### src/rtl/io_port_pkg.sv
// Shared types and helpers for the CPU-side I/O port bank.
package io_port_pkg;

  typedef enum logic {
    IO_DATA   = 1'b0,
    IO_STATUS = 1'b1
  } io_mode_t;

  function automatic int groups(input int ch, input int w);
    return (ch + w - 1) / w;
  endfunction

endpackage

### src/rtl/port_sync.sv
// W-bit multi-flop synchroniser for one asynchronous input channel.
module port_sync #(
  parameter int W           = 4,
  parameter int SYNC_STAGES = 2
) (
  input  logic         clk,
  input  logic         rst,
  input  logic [W-1:0] d,
  output logic [W-1:0] q
);

  logic [SYNC_STAGES-1:0][W-1:0] r_sync;

  always_ff @(posedge clk or negedge rst) begin
    if (!rst) r_sync <= '0;
    else      r_sync <= {r_sync[SYNC_STAGES-2:0], d};
  end

  assign q = r_sync[SYNC_STAGES-1];

endmodule

### src/rtl/io_port_bank.sv
// CPU-side I/O port bank: synchronised inputs with sticky change flags,
// strobed output latches, status/mask groups and a maskable interrupt.
module io_port_bank
  import io_port_pkg::*;
#(
  parameter int CHANNELS    = 8,
  parameter int W           = 4,
  parameter int SYNC_STAGES = 2,
  parameter int SEL_W       = $clog2(CHANNELS)
) (
  input  logic                  clk,
  input  logic                  rst,
  input  logic [SEL_W-1:0]      sel,
  input  logic                  mode,
  input  logic                  rd,
  input  logic                  wr,
  input  logic [W-1:0]          din,
  output logic [W-1:0]          dout,
  input  logic [CHANNELS*W-1:0] port_in,
  output logic [CHANNELS*W-1:0] port_out,
  output logic [CHANNELS-1:0]   port_stb,
  output logic                  irq
);

  localparam int GROUPS = groups(CHANNELS, W);
  localparam int PADW   = GROUPS * W;

  logic [CHANNELS-1:0][W-1:0] w_s;
  logic [CHANNELS-1:0][W-1:0] r_prev;
  logic [CHANNELS-1:0][W-1:0] r_out;
  logic [CHANNELS-1:0][W-1:0] w_out_nxt;
  logic [CHANNELS-1:0]        r_chg;
  logic [CHANNELS-1:0]        w_chg_nxt;
  logic [CHANNELS-1:0]        r_en;
  logic [CHANNELS-1:0]        r_stb;
  logic [CHANNELS-1:0]        w_stb_nxt;
  logic [PADW-1:0]            w_chg_pad;
  logic [PADW-1:0]            w_en_pad;
  logic [PADW-1:0]            w_win;
  logic [PADW-1:0]            w_ins;
  logic [W-1:0]               w_rdata;
  logic [W-1:0]               w_stat;
  logic [W-1:0]               r_dout;
  logic                       r_irq;
  io_mode_t                   w_mode;
  logic                       w_rd_data;
  logic                       w_wr_data;
  logic                       w_wr_mask;
  int                         w_sh;

  for (genvar k = 0; k < CHANNELS; k++) begin : g_sync
    port_sync #(
      .W          (W),
      .SYNC_STAGES(SYNC_STAGES)
    ) u_sync (
      .clk(clk),
      .rst(rst),
      .d  (port_in[k*W +: W]),
      .q  (w_s[k])
    );
  end

  always_comb begin
    w_mode    = io_mode_t'(mode);
    w_rd_data = rd && (w_mode == IO_DATA);
    w_wr_data = wr && (w_mode == IO_DATA);
    w_wr_mask = wr && (w_mode == IO_STATUS);
    w_sh      = int'(sel) * W;
    w_rdata   = '0;
    w_chg_nxt = r_chg;
    w_out_nxt = r_out;
    w_stb_nxt = '0;
    // No channel matches an out-of-range select, so it reads 0 and does nothing
    for (int k = 0; k < CHANNELS; k++) begin
      if (sel == SEL_W'(k)) begin
        if (w_rd_data) begin
          w_rdata      = w_s[k];
          w_chg_nxt[k] = 1'b0;
        end
        if (w_wr_data) begin
          w_out_nxt[k] = din;
          w_stb_nxt[k] = 1'b1;
        end
      end
    end
    for (int k = 0; k < CHANNELS; k++) begin
      if (w_s[k] != r_prev[k]) w_chg_nxt[k] = 1'b1;
    end
  end

  // Status groups are padded to whole words; shifting past the end yields 0
  always_comb begin
    w_chg_pad = PADW'(r_chg);
    w_en_pad  = PADW'(r_en);
    w_stat    = W'(w_chg_pad >> w_sh);
    w_win     = PADW'({W{1'b1}}) << w_sh;
    w_ins     = PADW'(din) << w_sh;
    if (w_wr_mask) w_en_pad = (w_en_pad & ~w_win) | w_ins;
  end

  always_ff @(posedge clk or negedge rst) begin
    if (!rst) begin
      r_prev <= '0;
      r_chg  <= '0;
      r_en   <= '0;
      r_out  <= '0;
      r_stb  <= '0;
      r_dout <= '0;
      r_irq  <= 1'b0;
    end else begin
      r_prev <= w_s;
      r_chg  <= w_chg_nxt;
      r_en   <= w_en_pad[CHANNELS-1:0];
      r_out  <= w_out_nxt;
      r_stb  <= w_stb_nxt;
      r_irq  <= |(r_chg & r_en);
      if (rd) r_dout <= (w_mode == IO_STATUS) ? w_stat : w_rdata;
    end
  end

  assign dout     = r_dout;
  assign port_out = r_out;
  assign port_stb = r_stb;
  assign irq      = r_irq;

endmodule

### config.mk
export PLATFORM = sky130hd
export DESIGN_NAME = io_port_bank
export DESIGN_NICKNAME = d
export VERILOG_FILES = /design/src/rtl/io_port_pkg.sv /design/src/rtl/port_sync.sv /design/src/rtl/io_port_bank.sv
export SDC_FILE = /design/constraint.sdc
export NUM_CORES = 1
export LEC_CHECK = 0
export CAP_MARGIN = 20
export CELL_PAD_IN_SITES_DETAIL_PLACEMENT = 0
export CELL_PAD_IN_SITES_GLOBAL_PLACEMENT = 1
export CORE_AREA = 2 2 116 118
export DETAILED_ROUTE_END_ITERATION = 8
export DIE_AREA = 0 0 118 120
export HOLD_SLACK_MARGIN = 0.08
export PLACE_DENSITY = 0.76
export SLEW_MARGIN = 25
export SYNTH_ARGS = -nofsm -noshare
export SYNTH_HDL_FRONTEND = slang
export SYNTH_HIERARCHICAL = 1
export SYNTH_SLANG_ARGS = --single-unit
### constraint.sdc
create_clock -name clk -period 2.2 [get_ports clk]
set_input_delay 0.22 -clock clk [delete_from_list [all_inputs] [get_ports clk]]
set_output_delay 0.22 -clock clk [all_outputs]
set_load 0.005 [all_outputs]
==> metrics, run 1 <==
status=finished, final reports clean; P&R area growth vs syn=26.7%; ys flop type=dfrtp_1; Hold Fails Final Rpt=0; post-synthesis simple-gate area fraction=4.80%; Pwr Density=985 mW/mm^2; Residual DRC=0; post-CTS setup buffers=0; CP arrival=1890 ps; wire per inst=15.8 um; GR Util All Layers=15.6%; Cells after Synth=380; clock-pin slew on the worst setup and hold paths=60 ps; Worst Path Required=2480 ps; Max H-tree Level=4; Post-Synthesis Cell Area=0.00568 mm^2; initial antenna violation count=0; # rows=42; Synth Area in Adders=0%; synthesized net count=424; FF+latch count, synth=157; # IOs=89; crit path launch type=input port; global-route wire length before repair=16,800 um; GP Congestion=0.845; CTS Buf Count=17; Final #Nets=494; Worst Tran Pin Value=590 ps; endpoints failing setup=0; share of layout cells above drive strength 1=18.6%; max-slew violation count=0; Synth Area in XOR/XNOR=4.93%; Max Cap Viol=0; Syn Area/Cell=15.0 um^2; largest cells by area after synthesis=dfrtp_1 (69%), mux2_2 (8.7%), xor2_1 (4.9%); drt total wl=10,100 um; Pleak=3.12 nW; period utilization=72.7%; vias in the first global route=3,263; CORE AREA=0.0130 mm^2; Util after Layout=55.5%; largest family of logic cells by synthesized area=multiplexers; ant diodes=0; # resized after CTS=0; initial core utilization=43.8%; total grt overflow=0; largest net degree at the start of global routing=64; total chip power=0.00709 W; asr flop ratio synth=100%; post-synthesis compound-gate area fraction=4.05%; RSZ-0062 raised after global routing=no; min Tclk post-route=1600 ps; top cell type by total area after synthesis=dfrtp_1; number of synthesized flops with an enable pin=0; DP HPWL=7000 um; die area=0.0142 mm^2; worst reg2reg path depth=3; clk_skew=5.54 ps; CP Class=in2reg; Die Span X=118 um; YS warnings=6; number of buffers added on ports=88; CTS tree=built; CTS root buf=clkbuf_16; synth unique cells=35; setup TNS=0 ps; most common cell in the netlist=dfrtp_1; CP Capture Type=flip-flop; relative slew slack=60.6%; CP Max Fanout=20; vias per std cell=4.78; post-synth top area share=69.1%; First DRT Iteration DRCs=126; Fillers=1,081; Max VDD drop=0.000441 V; R2R Setup Slk=880 ps; sequential area share after synthesis=69.1%; vias post-DR=3,057; CTS Sinks=157; list of most frequent post-synthesis cells=dfrtp_1 (157), mux2_2 (44), buf_4 (34), xor2_1 (32), nand2_1 (16); hold_buf cts=1; multiplexer area fraction after synthesis=10.9%; Die Height=120 um; ANT nets after route=0; Max clock buf depth=2; worst skew pair latency=410 ps; Min-Delay Path Class=in2reg; Pre-antenna DRT Iters=4; Fmax=625 MHz; worst hold path depth=1
[through the flow]
step	area (um^2)	hold WS, ps	worst slack [ps]	cells
detailed placement	6570	250	204	606
global placement	6570	245	222	606
floorplan	5680	-75.6	806	380
finish	7200	243	600	639
global route	7200	229	535	639
CTS	7200	227	633	639
[registers in the layout, summed over array words and instances, names as in the netlist]
register              count
g_sync.u_sync/q          32
g_sync.u_sync/r_sync     32
port_out                 32
r_prev                   32
port_stb                  8
r_chg                     8
r_en                      8
dout                      4
irq                       1
[layout by cell type (no fill, tap or decap), types with 3 or more instances in the layout]
cell / synthesis / final
o221ai_1: 3 / 3
xor2_1: 32 / 32
o21ai_0: 8 / 8
buf_4: 34 / 4
nand2b_1: 6 / 6
buf_12: 0 / 3
clkinvlp_4: 0 / 4
mux2i_1: 5 / 5
bufinv_16: 0 / 3
inv_1: 13 / 13
nor4_1: 8 / 8
o2111ai_1: 3 / 3
clkdlybuf4s50_1: 0 / 87
mux2_2: 44 / 44
nand3b_1: 3 / 3
a222oi_1: 4 / 4
o211ai_1: 3 / 3
a22oi_1: 4 / 4
nor2_1: 5 / 5
nand2_1: 16 / 16
clkbuf_16: 0 / 17
nand3_1: 3 / 3
dfrtp_1: 157 / 157
[worst max-delay path, stage by stage]
cell	delay [ps]
clkdlybuf4s50_1	620
buf_12	210
mux4_1	560
o2111ai_1	190
nand2_1	80
[layer usage]
| layer | vias to the layer above | routed length (um) | global-route usage [%] |
|---|---|---|---|
| li1 | 1407 | - | - |
| met1 | 1556 | 4450 | 19.5 |
| met2 | 82 | 5100 | 25.6 |
| met3 | 12 | 443 | 4.94 |
| met4 | 0 | 124 | 5.87 |
| met5 | - | 0 | 0 |
[report_power, final]
group | internal [W] | total, W | switching [W] | leakage [nW]
clock network | 0.00185 | 0.00296 | 0.00111 | 0.289
registers | 0.00316 | 0.00332 | 0.000159 | 1.85
logic | 0.000526 | 0.000807 | 0.000281 | 0.984
total | 0.00554 | 0.00709 | 0.00155 | 3.12
[worst paths after layout]
path | startpoint | to
max | sel[0] | dout[0]
min | port_in[15] | g_sync[3].u_sync/r_sync[3]
min in group asynchronous | rst | g_sync[7].u_sync/r_sync[2]
max reg2reg | g_sync[3].u_sync/q[2] | dout[2]
min reg2reg | g_sync[2].u_sync/r_sync[0] | g_sync[2].u_sync/q[0]
max in group asynchronous | rst | port_out[24]
[layout make-up]
type / instances / area, um^2 / area share [%]
Clock buffer: 20 / 457 / 6.34
Timing Repair Buffer: 96 / 982 / 13.6
Sequential cell: 157 / 3930 / 54.6
Inverter: 13 / 48.8 / 0.678
Tap cell: 176 / 220 / 3.06
Multi-Input combinational cell: 165 / 1400 / 19.5
Clock inverter: 12 / 160 / 2.22
[cell families (layout without fill, tap and decap cells)]
group	after synthesis	count (layout)
AOI/OAI and AO/OA	31	31
xor gates and xnor gates	32	32
buffers and inverters	58	141
DFF	157	157
muxes	52	52
and+or+nand+nor	50	50
Power figures use the tool's default switching activity.
==> run 2, diff against run 1 <==
--- a/config.mk
+++ b/config.mk
@@ -8,11 +8,11 @@
 export CAP_MARGIN = 20
 export CELL_PAD_IN_SITES_DETAIL_PLACEMENT = 0
 export CELL_PAD_IN_SITES_GLOBAL_PLACEMENT = 1
-export CORE_AREA = 2 2 116 118
+export CORE_AREA = 2 2 117 119
 export DETAILED_ROUTE_END_ITERATION = 8
-export DIE_AREA = 0 0 118 120
+export DIE_AREA = 0 0 119 121
 export HOLD_SLACK_MARGIN = 0.08
-export PLACE_DENSITY = 0.76
+export PLACE_DENSITY = 0.75
 export SLEW_MARGIN = 25
 export SYNTH_ARGS = -nofsm -noshare
 export SYNTH_HDL_FRONTEND = slang
==> constraint.sdc (replaced) <==
create_clock -name clk -period 1.6 [get_ports clk]
set_input_delay 0.16 -clock clk [delete_from_list [all_inputs] [get_ports clk]]
set_output_delay 0.16 -clock clk [all_outputs]
set_load 0.005 [all_outputs]
==> metrics, run 2 (synthesized netlist as in run 1, its figures left out) <==
status=finished, final reports clean; largest net degree at the start of global routing=68 (+6.3%); worst hold path depth=1 (unchanged); Multi-input gate area=0.00140 mm^2 (unchanged); Die Height=121 um (+0.83%); CP Class=reg2out; CP peak stage delay=520 ps (-100 ps); R2R Setup Slk=280 ps (-600 ps); period utilization=92.3%; hold_buf cts=1 (unchanged); vias post-DR=3,069 (+0.39%); ant diodes=0 (unchanged); register area=0.00393 mm^2 (unchanged); Fin Hold WS=174 ps (-68.8 ps); First DRT Iteration DRCs=175 (+39%); CP Max Fanout=2 (-90%); Worst Setup SP=dout[2]; setup TNS=0 ps (unchanged); initial core utilization=43.4% (-0.35 points); hold endpoint=g_sync[3].u_sync/r_sync[3]; CTS tree=built; relative slew slack=68.8% (+8.1 points); CP top delay family=buffers and inverters; worst reg2reg path depth=3 (unchanged); CTS Buf Count=17 (unchanged); endpoints failing setup=0 (unchanged); ANT nets after route=0 (unchanged); DP HPWL=7230 um (+3.3%); CTS root buf=clkbuf_16; Final Cell Area=0.00729 mm^2 (+1.3%); share of layout cells above drive strength 1=20.3% (+1.7 points); global-route wire length before repair=16,800 um (unchanged); Worst Path Required=1440 ps (-1040 ps); clk_skew=6.41 ps (+0.869 ps); number of buffers added on ports=88 (unchanged); vias in the first global route=3,268 (+0.15%); Buf+Inv Stages, Crit Path=1 (-1); # resized after CTS=0 (unchanged); reg-to-reg endpoint=dout[1]; crit path launch type=flip-flop; GP Congestion=0.859 (+1.7%); worst r2r src=g_sync[2].u_sync/q[1]; Placed Area=0.00665 mm^2 (+1.1%); Residual DRC=0 (unchanged); worst skew pair latency=420 ps (about the same); CTS Sinks=157 (unchanged); Max Cap Viol=0 (unchanged); min-delay src=port_in[15]; clock-pin slew on the worst setup and hold paths=60 ps (about the same); Pleak=3.18 nW (+1.8%); CP Capture Type=output pin; post-CTS setup buffers=0 (unchanged); Hold Fails Final Rpt=0 (unchanged); drt total wl=10,200 um (+0.66%); Pre-antenna DRT Iters=5 (+1); CP Cell Sequence=clkdlybuf4s50_1; Util after Layout=55.7% (+0.24 points); Max H-tree Level=4 (unchanged); Die Span X=119 um (+0.85%); P&R area growth vs syn=28.3%; vias per std cell=4.73 (-1.2%); Worst path slowest cell=clkdlybuf4s50_1; Worst Tran Pin Value=467 ps (-123 ps); Max clock buf depth=2 (unchanged); RSZ-0062 raised after global routing=no; Final #Nets=504 (+2.0%); initial antenna violation count=0 (unchanged); max-slew violation count=0 (unchanged); GR Util All Layers=15.6% (-0.058 points); CORE AREA=0.0131 mm^2 (+0.81%); # rows=42 (unchanged); Fmax=677 MHz; commonest cells after routing, fill and taps aside=dfrtp_1 (157), clkdlybuf4s50_1 (87), mux2_2 (44); total grt overflow=0 (unchanged); # IOs=89 (unchanged); min Tclk post-route=1480 ps; Pwr Density=1360 mW/mm^2 (+38%); CP arrival=1320 ps (-570 ps); Min-Delay Path Class=in2reg; die area=0.0144 mm^2 (+1.7%); wire per inst=15.7 um (-0.89%); Fillers=1,057 (-2.2%); commonest non-fill, non-tap cell in the layout=dfrtp_1; Max VDD drop=0.000709 V (+61%)
run 2: cell count changes in the layout (fill, tap and decap cells not counted):
cell | previous run | this run
inv_8 | 0 | 1
clkbuf_8 | 2 | 1
clkinv_2 | 1 | 2
clkinv_4 | 2 | 1
inv_6 | 2 | 1
buf_4 | 4 | 14
bufinv_16 | 3 | 4
run 2: layer usage:
| metal | GRT usage [%] | wire length (um) | up-vias |
|---|---|---|---|
| li1 | - | - | 1429 |
| met1 | 19.8 | 4480 | 1532 |
| met2 | 24.5 | 5000 | 92 |
| met3 | 5.03 | 499 | 16 |
| met4 | 6.77 | 192 | 0 |
| met5 | 0 | 0 | - |
run 2: through the flow:
stage                     std cells  worst slack (ps)  total power (W)
after floorplan                 380               266          0.00506
after global placement          616              -212          0.00575
after detailed placement        616              -232          0.00578
after CTS                       649              97.1           0.0100
after global routing            649              67.9           0.0103
final                           649               123          0.00989
run 2: power breakdown:
| part | switching [W] | internal (W) | leakage [nW] |
|---|---|---|---|
| clock network | 0.00155 | 0.00266 | 0.298 |
| logic | 0.000386 | 0.000736 | 1.03 |
| registers | 0.000215 | 0.00435 | 1.85 |
run 2: worst max path at each step:
stage / endpoint / slack [ps] / cells past startpoint
after floorplan: dout[3] / 270 / 5
after global placement: dout[0] / -210 / 5
after detailed placement: port_out[25] / -230 / 6
after CTS: dout[0] / 100 / 1
after global routing: port_out[25] / 70 / 6
final: dout[2] / 120 / 1
run 2: final cells by class:
| class | instances | area share [%] |
|---|---|---|
| clock buffers | 19 | 6.08 |
| clock inverters | 13 | 2.59 |
| inverters | 13 | 0.669 |
| multi-input cells | 165 | 19.3 |
| flip-flops and latches | 157 | 53.9 |
| well taps | 176 | 3.02 |
| repair buffers | 106 | 14.5 |
run 2: worst register-to-register path: stages (launching register included):
cell	delay, ps
dfrtp_1	410
mux4_1	520
o2111ai_1	200
nand2_1	70
==> RTL edit: new RTL, config.mk and constraints of run 1 <==
The parameter `CHANNELS` goes from 8 to 4.
--- a/src/rtl/io_port_bank.sv
+++ b/src/rtl/io_port_bank.sv
@@ -4,5 +4,5 @@
   import io_port_pkg::*;
 #(
-  parameter int CHANNELS    = 8,
+  parameter int CHANNELS    = 4,
   parameter int W           = 4,
   parameter int SYNC_STAGES = 2,
Ports: changed (resized port_in, port_out, port_stb and sel); port bits go from 89 to 52. No check against the original RTL was run, so the function may have changed too.
==> RTL edit against run 1 <==
  * Core utilization shrank 26 points
  * Synthesized cell count fell by 47%
  * Area after synthesis fell by 49%
  * Power decreased by 50%
  * Sequential cell count fell by 76
  * Non-clock buffer count is 37 lower
  * Setup slack gained 0.0038 ns
  * Wire length shrank 48%
  * Fmax up 0.24%
  * Sequential share of layout area decreased by 2.0 points
  * Final area shrank 46%
  * Largest cell class unchanged
  * Largest power group unchanged
==> RTL edit: results (changes against run 1) <==
* Number of port buffers at 51 (-42%)
* First-pass GRT wire length at 8760 µm (-48%)
* WHS at 0.327 ns (+0.0841 ns)
* Share of cells above drive strength 1 at 17.5% (-1.1 points)
* Met1 wire length at 2380 µm (-47%)
* Tightest Hold Check Type: in -> reg
* WL met3 at 374 µm (-16%)
* Max Slew Vio Count at 0 (unchanged)
* Unique masters post-synth at 25 (-29%)
* Top layer in use: met4
* Commonest cells post-synth: dfrtp_1 (81), mux2_2 (18), buf_4 (17), xor2_1 (16), nand2_1 (11)
* M2 GR Usage at 11.5% (-14 points)
* Status: finished clean
* Relative slew slack at 68.2% (+7.6 points)
* Synth area leaders: dfrtp_1 (69%), mux2_2 (6.9%), xor2_1 (4.8%), buf_4 (4.4%), nor4b_4 (1.6%)
* Total global-route track usage at 8.19% (-7.4 points)
* Worst Clk Skew at 0.00279 ns (-0.00275 ns)
* Internal at 2.73 mW (-51%)
* CP peak stage delay at 0.69 ns (+0.07 ns)
* Share of the synthesized area in compound gates (AO/OA/AOI/OAI) at 4.96% (+0.91 points)
* Gate power share at 12.3% (+0.9 points)
* Vias in the first global route at 1610 (-51%)
* Dpl hpwl at 3780 µm (-46%)
* Vias per cell at 3.73 (-22%)
* WP data arrival at 1.80 ns (-0.09 ns)
* Post-synth ARST share at 100% (unchanged)
* VDD IR max at 372 µV (-16%)
* Number of DRC markers in iteration 0 at 109 (-13%)
* Syn_nets at 227 (-46%)
* Largest net degree at the start of global routing at 82 (+28%)
* Synth Area in XOR/XNOR at 4.79% (-0.14 points)
* Clk_lat worst skew at 0.33 ns (-0.08 ns)
* DR WL/cell at 12.2 µm (-23%)
* Mux cell area share after synthesis at 7.70% (-3.2 points)
* Antenna violations before repair at 0 (unchanged)
* Critical Path Fanout Max at 6 (-70%)
* Crit path max-delay cell type: clkdlybuf4s50_1
* CTS clk-pin slew, worst paths at 0.06 ns (about the same)
* Dpl cell area at 3570 µm² (-46%)
* CTS H-tree depth at 3 (-1)
* Met1 Usage GRT at 10.7% (-8.8 points)
* Cts bufs inserted at 9 (-8)
* Yosys warns at 6 (unchanged)
* Nets at 275 (-44%)
* P_leak at 1.64 nW (-48%)
* Dpl ws at 0.281 ns (+0.0772 ns)
* Sequential area share after synthesis at 69.3% (+0.19 points)
* Seq pwr at 1.71 mW (-48%)
* Met2 routed WL at 2350 µm (-54%)
* Routability-driven placement congestion ratio at 0.740 (-12%)
* CTS max path bufs at 2 (unchanged)
* Pwr Density at 910 nW/µm² (-7.6%)
* Met3 Use GR at 3.80% (-1.1 points)
* N_diodes at 0 (unchanged)
RTL edit: cell types whose count changed after synthesis, sizes merged, moves of 5 or more:
| cell | delta |
|---|---|
| nand2 | -5 |
| xor2 | -16 |
| dfrtp | -76 |
| o21ai | -5 |
| mux2 | -24 |
| mux2i | -5 |
| buf | -22 |
RTL edit: stage by stage:
step / cells / util [%]
after global routing: 428 / 29.7
after detailed placement: 412 / 27.5
after CTS: 428 / 29.7
final: 428 / 29.7
after global placement: 412 / 27.5
after floorplan: 200 / -
RTL edit: logic make-up after synthesis:
logic type | after synthesis
and+or+nand+nor | 31
AOI/OAI and AO/OA | 20
xor gates and xnor gates | 16
DFF | 81
muxes | 20
buffers and inverters | 32
RTL edit: final cells by class:
| type | instances | area (µm²) |
|---|---|---|
| timing repair buffer | 59 | 583 |
| fill | 1326 | 9120 |
| clock buffer | 12 | 256 |
| multi-input combinational | 87 | 709 |
| tap | 176 | 220 |
| sequential | 81 | 2030 |
| inverter | 10 | 37.5 |
| clock inverter | 3 | 25.0 |
RTL edit: repair_timing:
item,in CTS,in global routing
endpoints found under the hold margin,81,0
buffers inserted,0,0
setup endpoints to repair,0,0
hold buffers,1,0
gates resized for setup,0,0
RTL edit: path summary, 6_finish.rpt:
path,startpoint,endpoint,slack (ns),cells after the start
worst max-delay path,sel[1],port_out[14],0.60,4
worst min-delay path,port_in[10],g_sync[2].u_sync/r_sync[2],0.33,1
worst max register to register,g_sync[2].u_sync/q[3],r_chg[2],1.07,3
worst min register to register,g_sync[1].u_sync/r_sync[1],g_sync[1].u_sync/q[1],0.35,0
max in group asynchronous,rst,r_en[3],1.45,3
min in group asynchronous,rst,g_sync[1].u_sync/r_sync[3],0.45,3
